## src/rtl/irq_source_if.sv

```systemverilog
// irq_source_if: memory-mapped configuration port of irq_source
interface irq_source_if;
  logic        cfg_wen;
  logic [1:0]  cfg_addr;
  logic [31:0] cfg_wdata;
  logic [31:0] cfg_rdata;
  modport master(output cfg_wen, cfg_addr, cfg_wdata, input cfg_rdata);
  modport slave(input cfg_wen, cfg_addr, cfg_wdata, output cfg_rdata);
endinterface

```

## src/rtl/irq_source.sv

```systemverilog
// irq_source: synchronizes IRQ lines, applies edge/level mode, mask and a reload timer, emits one-cycle pulses
module irq_source #(
  parameter int NUM_IRQ      = 16,
  parameter int SYNC_STAGES  = 2,
  parameter int LEVEL_REPEAT = 64,
  parameter int TIMER_IRQ    = 0
) (
  input  logic               clk,
  input  logic               rst_n,
  input  logic               clk_en,
  input  logic [NUM_IRQ-1:0] irq_in,
  irq_source_if.slave        cfg,
  output logic [15:0]        interrupts
);
  localparam int CW = $clog2(LEVEL_REPEAT);
  logic [NUM_IRQ-1:0] r_sync [SYNC_STAGES];
  logic [NUM_IRQ-1:0] r_sp, r_mode, r_mask, r_mask_d, r_int;
  logic [CW-1:0]      r_rep [NUM_IRQ];
  logic [31:0]        r_reload, r_count, r_rdata;
  logic [NUM_IRQ-1:0] w_s, w_rise, w_hit, w_req;
  logic [31:0]        w_count_nx, w_rdata;
  logic               w_tick, w_wr_mode, w_wr_mask, w_wr_reload, w_wr_count;
  assign w_s         = r_sync[SYNC_STAGES-1];
  assign w_wr_mode   = cfg.cfg_wen && cfg.cfg_addr == 2'd0;
  assign w_wr_mask   = cfg.cfg_wen && cfg.cfg_addr == 2'd1;
  assign w_wr_reload = cfg.cfg_wen && cfg.cfg_addr == 2'd2;
  assign w_wr_count  = cfg.cfg_wen && cfg.cfg_addr == 2'd3;
  assign w_tick      = clk_en && r_count == 32'd1;
  // an unmask while the line is high restarts the level train like a fresh rising edge
  assign w_rise = w_s & (~r_sp | ~r_mask_d);
  for (genvar i = 0; i < NUM_IRQ; i++) begin : g_hit
    assign w_hit[i] = r_rep[i] == CW'(LEVEL_REPEAT - 1);
  end
  assign w_req = ((w_s & ~r_sp & r_mode) | (w_s & ~r_mode & (w_rise | w_hit)) |
                  (NUM_IRQ'(w_tick) << TIMER_IRQ)) & r_mask;
  assign w_count_nx = w_wr_reload ? cfg.cfg_wdata
                    : r_reload == 32'd0 ? 32'd0
                    : w_wr_count ? cfg.cfg_wdata
                    : clk_en && r_count != 32'd0 ? (w_tick ? r_reload : r_count - 32'd1)
                    : r_count;
  assign w_rdata = cfg.cfg_addr == 2'd0 ? 32'(r_mode)
                 : cfg.cfg_addr == 2'd1 ? 32'(r_mask)
                 : cfg.cfg_addr == 2'd2 ? r_reload
                 : r_count;
  always_ff @(posedge clk or negedge rst_n) begin
    if (!rst_n) begin
      for (int k = 0; k < SYNC_STAGES; k++) r_sync[k] <= '0;
      for (int k = 0; k < NUM_IRQ; k++) r_rep[k] <= '0;
      r_sp     <= '0;
      r_mode   <= '0;
      r_mask   <= '0;
      r_mask_d <= '0;
      r_int    <= '0;
      r_reload <= '0;
      r_count  <= '0;
      r_rdata  <= '0;
    end else begin
      r_sync[0] <= irq_in;
      for (int k = 1; k < SYNC_STAGES; k++) r_sync[k] <= r_sync[k-1];
      for (int k = 0; k < NUM_IRQ; k++)
        r_rep[k] <= (!w_s[k] || !r_mask[k] || w_rise[k] || w_hit[k]) ? '0 : r_rep[k] + 1'b1;
      r_sp     <= w_s;
      r_mask_d <= r_mask;
      r_int    <= w_req & ~r_int;
      r_count  <= w_count_nx;
      r_rdata  <= w_rdata;
      if (w_wr_mode) r_mode <= cfg.cfg_wdata[NUM_IRQ-1:0];
      if (w_wr_mask) r_mask <= cfg.cfg_wdata[NUM_IRQ-1:0];
      if (w_wr_reload) r_reload <= cfg.cfg_wdata;
    end
  end
  assign cfg.cfg_rdata = r_rdata;
  assign interrupts    = 16'(r_int);
endmodule

```

## src/flat_wrapper.sv

```systemverilog
// flat-port wrapper written by rule: the top's interface ports become plain ports
module irq_source_flat 
#(
  parameter int NUM_IRQ      = 16,
  parameter int SYNC_STAGES  = 2,
  parameter int LEVEL_REPEAT = 64,
  parameter int TIMER_IRQ    = 0
)
  (clk, rst_n, clk_en, irq_in, interrupts, cfg_cfg_wen, cfg_cfg_addr, cfg_cfg_wdata, cfg_cfg_rdata);
  irq_source_if cfg_i ();
  input  logic clk;
  input  logic rst_n;
  input  logic clk_en;
  input  logic [NUM_IRQ-1:0] irq_in;
  output logic [15:0] interrupts;
  input wire logic [$bits(cfg_i.cfg_wen)-1:0] cfg_cfg_wen;
  input wire logic [$bits(cfg_i.cfg_addr)-1:0] cfg_cfg_addr;
  input wire logic [$bits(cfg_i.cfg_wdata)-1:0] cfg_cfg_wdata;
  output wire logic [$bits(cfg_i.cfg_rdata)-1:0] cfg_cfg_rdata;
  assign cfg_i.cfg_wen = cfg_cfg_wen;
  assign cfg_i.cfg_addr = cfg_cfg_addr;
  assign cfg_i.cfg_wdata = cfg_cfg_wdata;
  assign cfg_cfg_rdata = cfg_i.cfg_rdata;
  irq_source #(.NUM_IRQ(NUM_IRQ), .SYNC_STAGES(SYNC_STAGES), .LEVEL_REPEAT(LEVEL_REPEAT), .TIMER_IRQ(TIMER_IRQ)) u_core (.clk(clk), .rst_n(rst_n), .clk_en(clk_en), .irq_in(irq_in), .cfg(cfg_i), .interrupts(interrupts));
endmodule
```

## config.mk

```make
export PLATFORM = sky130hd
export DESIGN_NAME = irq_source_flat
export DESIGN_NICKNAME = d
export VERILOG_FILES = /design/src/rtl/irq_source_if.sv /design/src/rtl/irq_source.sv /design/src/flat_wrapper.sv
export SDC_FILE = /design/constraint.sdc
export NUM_CORES = 1
export LEC_CHECK = 0
export CORE_AREA = 3 3 118 204
export CTS_CLUSTER_SIZE = 24
export DETAILED_ROUTE_END_ITERATION = 7
export DIE_AREA = 0 0 121 207
export PLACE_DENSITY = 0.78
export SYNTH_ARGS = -nofsm -noshare
export SYNTH_HDL_FRONTEND = slang
export SYNTH_SLANG_ARGS = --single-unit
```

## constraint.sdc

```tcl
create_clock -name clk -period 3.4 [get_ports clk]
set_input_delay 0.68 -clock clk [delete_from_list [all_inputs] [get_ports clk]]
set_output_delay 0.68 -clock clk [all_outputs]
set_load 0.05 [all_outputs]
```

==> impl_results.md <==
* Synth area leader: dfrtp_1
* Worst Hold Class: in2async
* Layout cell share with drive strength beyond 1 at approximately 9.3%
* DRT Pass-1 Iters at 6
* Synth area leaders: dfrtp_1 (59%), nand2_1 (5.3%), nor2_1 (4.3%)
* Design area at 15300 um^2
* GRT Resource Usage Total at 25.0%
* Nets@finish at 1379
* Remaining Overflow, GRT at 0
* Die height at 207 um
* Crit path arrival time at 3.28 ns
* Slew Limit Headroom at 48.3%
* Final setup TNS at 0 ns
* Total wire length at 29900 um
* Crit Path Category: reg2reg
* Worst vdd ir at 0.000464 V
* Placed cell areas at 14500 um^2
* Port bufs at 101
* Critical-path maximum fanout at 13
* # DRC at 0
* # IOs at 102
* Starting DRT DRC Count at 711
* Via/cell ratio at 5.81
* Crit path required time at 3.83 ns
* Status: finished clean
* Die width at 121 um
* Sequential fraction of the synthesis area at 58.7%
* Primary FF master, synth: dfrtp_1
* Tcrit/Tclk final at about 84%
* Routed Antenna Nets at 0
* Num CTS Buffers at 27
* Postcts setup bufs at 0
* Max-Cap Viols at 0
* Worst Skew at 0.0227 ns
* Clk slew on worst S/H paths at 0.07 ns
* Vias post-DR at 9433
* Clock root buffer: clkbuf_16
* Fraction of registers with async set or reset after synthesis at 100%
* DR WL/cell at 18.4 um
* Max Freq at 351 MHz
* Pleak at between 6 and 7 nW
* Warnings, synthesis at 0
* Largest net degree at the start of global routing at 102
* Clock latency on the worst-skew pair at 0.56 ns
* Clock tree buffer depth at 3
* Crit end category: flop
* Number of synthesized flops with an enable pin at 0
* Final HPWL DP at 21000 um
* Slack of the critical path at 0.551 ns
* Area Overhead vs Synth at 18.3%
* CTS resizes at 0
* RSZ-0062 raised after global routing: false
* Die area at 25000 um^2
* Placeable Area at 22700 um^2
* TritonCTS clock tree: yes
* Slew Limit Fails at 0
* First-pass GRT wire length at 50600 um
* Final min period at 2.85 ns
* Routability cong. at 0.971
* FILL cells at 1674
* Endpoints failing hold at 0
* Synth Instances at 1187
* Crit path launch type: flop
* Final setup viols at 0
* Share of Yosys cell area claimed by the top area cell type at about three fifths
* Worst hold margin at 0.174 ns
* Pre-CTS WS at 0.521 ns
* PwrDens at 577 nW/um^2
* Post-Syn Nets at 1259
* Avg Cell Area, Syn at 10.9 um^2
* Mapped Area at 13000 um^2
* Clk sink count at roughly 300
* # rows at 73
* Synth Register Bits at 304
* Post-synth cell types at 60
* Vias in the first global route at 9981
* # diodes at 0
* Slew @ Worst Pin at 0.776 ns
* Initial antenna violation count at 0
* Hold bufs inserted after CTS at 0
* H-tree Lvls at 1
* Starting density of the core at 57.0%
==> synthesized netlist by cell type (6+ instances only) <==
| cell type | count |
|---|---|
| a2111oi_0 | 13 |
| a21oi_1 | 42 |
| a32oi_1 | 14 |
| and2_1 | 13 |
| and3_1 | 14 |
| buf_2 | 8 |
| clkbuf_1 | 32 |
| dfrtp_1 | 304 |
| ha_1 | 18 |
| inv_1 | 33 |
| mux2_2 | 21 |
| mux2i_1 | 16 |
| mux4_2 | 16 |
| nand2_1 | 182 |
| nand2b_1 | 6 |
| nand3_1 | 48 |
| nand4_1 | 6 |
| nor2_1 | 147 |
| nor2b_1 | 18 |
| nor3_1 | 9 |
| nor4_1 | 17 |
| o211ai_1 | 19 |
| o21a_1 | 7 |
| o21ai_0 | 27 |
| o31ai_1 | 8 |
| or3_1 | 6 |
| or4_1 | 11 |
| xnor2_1 | 48 |
| xor2_1 | 31 |
==> through the flow <==
stage / std cells / utilization [%] / total power [mW]
4_1_cts: 1624 / 67.4 / 8.93
6_report: 1624 / 67.4 / 8.86
3_5_place_dp: 1578 / 63.6 / 5.88
3_3_place_gp: 1578 / 63.6 / 5.84
2_1_floorplan: 1187 / - / 5.24
5_1_grt: 1624 / 67.4 / 9.24
==> area by class of cell <==
class / count / area, um^2 / share of cell area, %
flip-flops and latches: 304 / 7610 / 49.6
multi-input cells: 806 / 5050 / 32.9
repair buffers: 135 / 1300 / 8.50
clock buffers: 40 / 815 / 5.31
well taps: 300 / 375 / 2.45
inverters: 33 / 124 / 0.808
clock inverters: 6 / 67.6 / 0.440
==> path summary, 6_finish.rpt <==
path                               startpoint  slack (ns)                  to  depth (start not counted)
hold reg to reg             u_core.r_sync[16]        0.35       u_core.w_s[0]                          0
min in group clk            u_core.r_sync[16]        0.35       u_core.w_s[0]                          0
max in group asynchronous               rst_n        2.39       u_core.w_s[3]                          2
hold / removal                          rst_n        0.17       u_core.w_s[2]                          1
setup / recovery           u_core.r_count[12]        0.55  u_core.r_count[25]                          8
setup reg to reg           u_core.r_count[12]        0.55  u_core.r_count[25]                          8
==> worst max-delay path, cell delays in order, from the launching register on <==
cell	delay, ns
dfrtp_1	0.47
or4_1	0.65
or3_1	0.38
buf_4	0.19
o31ai_1	0.31
and3_1	0.24
buf_4	0.21
a41oi_1	0.06
o22a_1	0.20
==> cells in the final DEF, fill, tap and decap left out, types with 17 or more instances in the layout <==
cell type / synthesis / routed
dfrtp_1: 304 / 304
nand2_1: 182 / 182
nor2_1: 147 / 146
clkdlybuf4s50_1: 0 / 99
nand3_1: 48 / 48
xnor2_1: 48 / 48
a21oi_1: 42 / 42
inv_1: 33 / 33
xor2_1: 31 / 31
buf_4: 1 / 31
o21ai_0: 27 / 27
clkbuf_16: 0 / 27
mux2_2: 21 / 21
o211ai_1: 19 / 19
nor2b_1: 18 / 18
ha_1: 18 / 18
nor4_1: 17 / 17
==> state kept, by name (all words and copies together), names as in the netlist <==
register,flops
u_core.cfg.cfg_rdata,32
u_core.interrupts,16
u_core.r_count,32
u_core.r_mask,16
u_core.r_mask_d,16
u_core.r_mode,16
u_core.r_reload,32
u_core.r_rep,96
u_core.r_sp,16
u_core.r_sync,16
u_core.w_s,16
==> where the power goes <==
group | internal (mW) | switching [mW]
clock network | 1.73 | 1.31
logic | 0.585 | 0.837
registers | 4.00 | 0.401
total | 6.31 | 2.55
==> kinds of logic after synthesis <==
logic type,synth area share (%)
adders and majority gates,1.74
muxes,5.84
DFF,58.7
xor gates and xnor gates,5.34
and+or+nand+nor,17.4
AOI/OAI and AO/OA,8.58
buffers and inverters,2.45
==> per-layer routing <==
metal  up-vias  track usage, %  part of all wire [%]
met4         0            10.4                   3.8
met5         -               0                     0
met1      4687            30.4                    37
met3        77            3.25                   5.0
met2       319            44.3                    54
li1       4350               -                     -
Power figures use the tool's default switching activity.
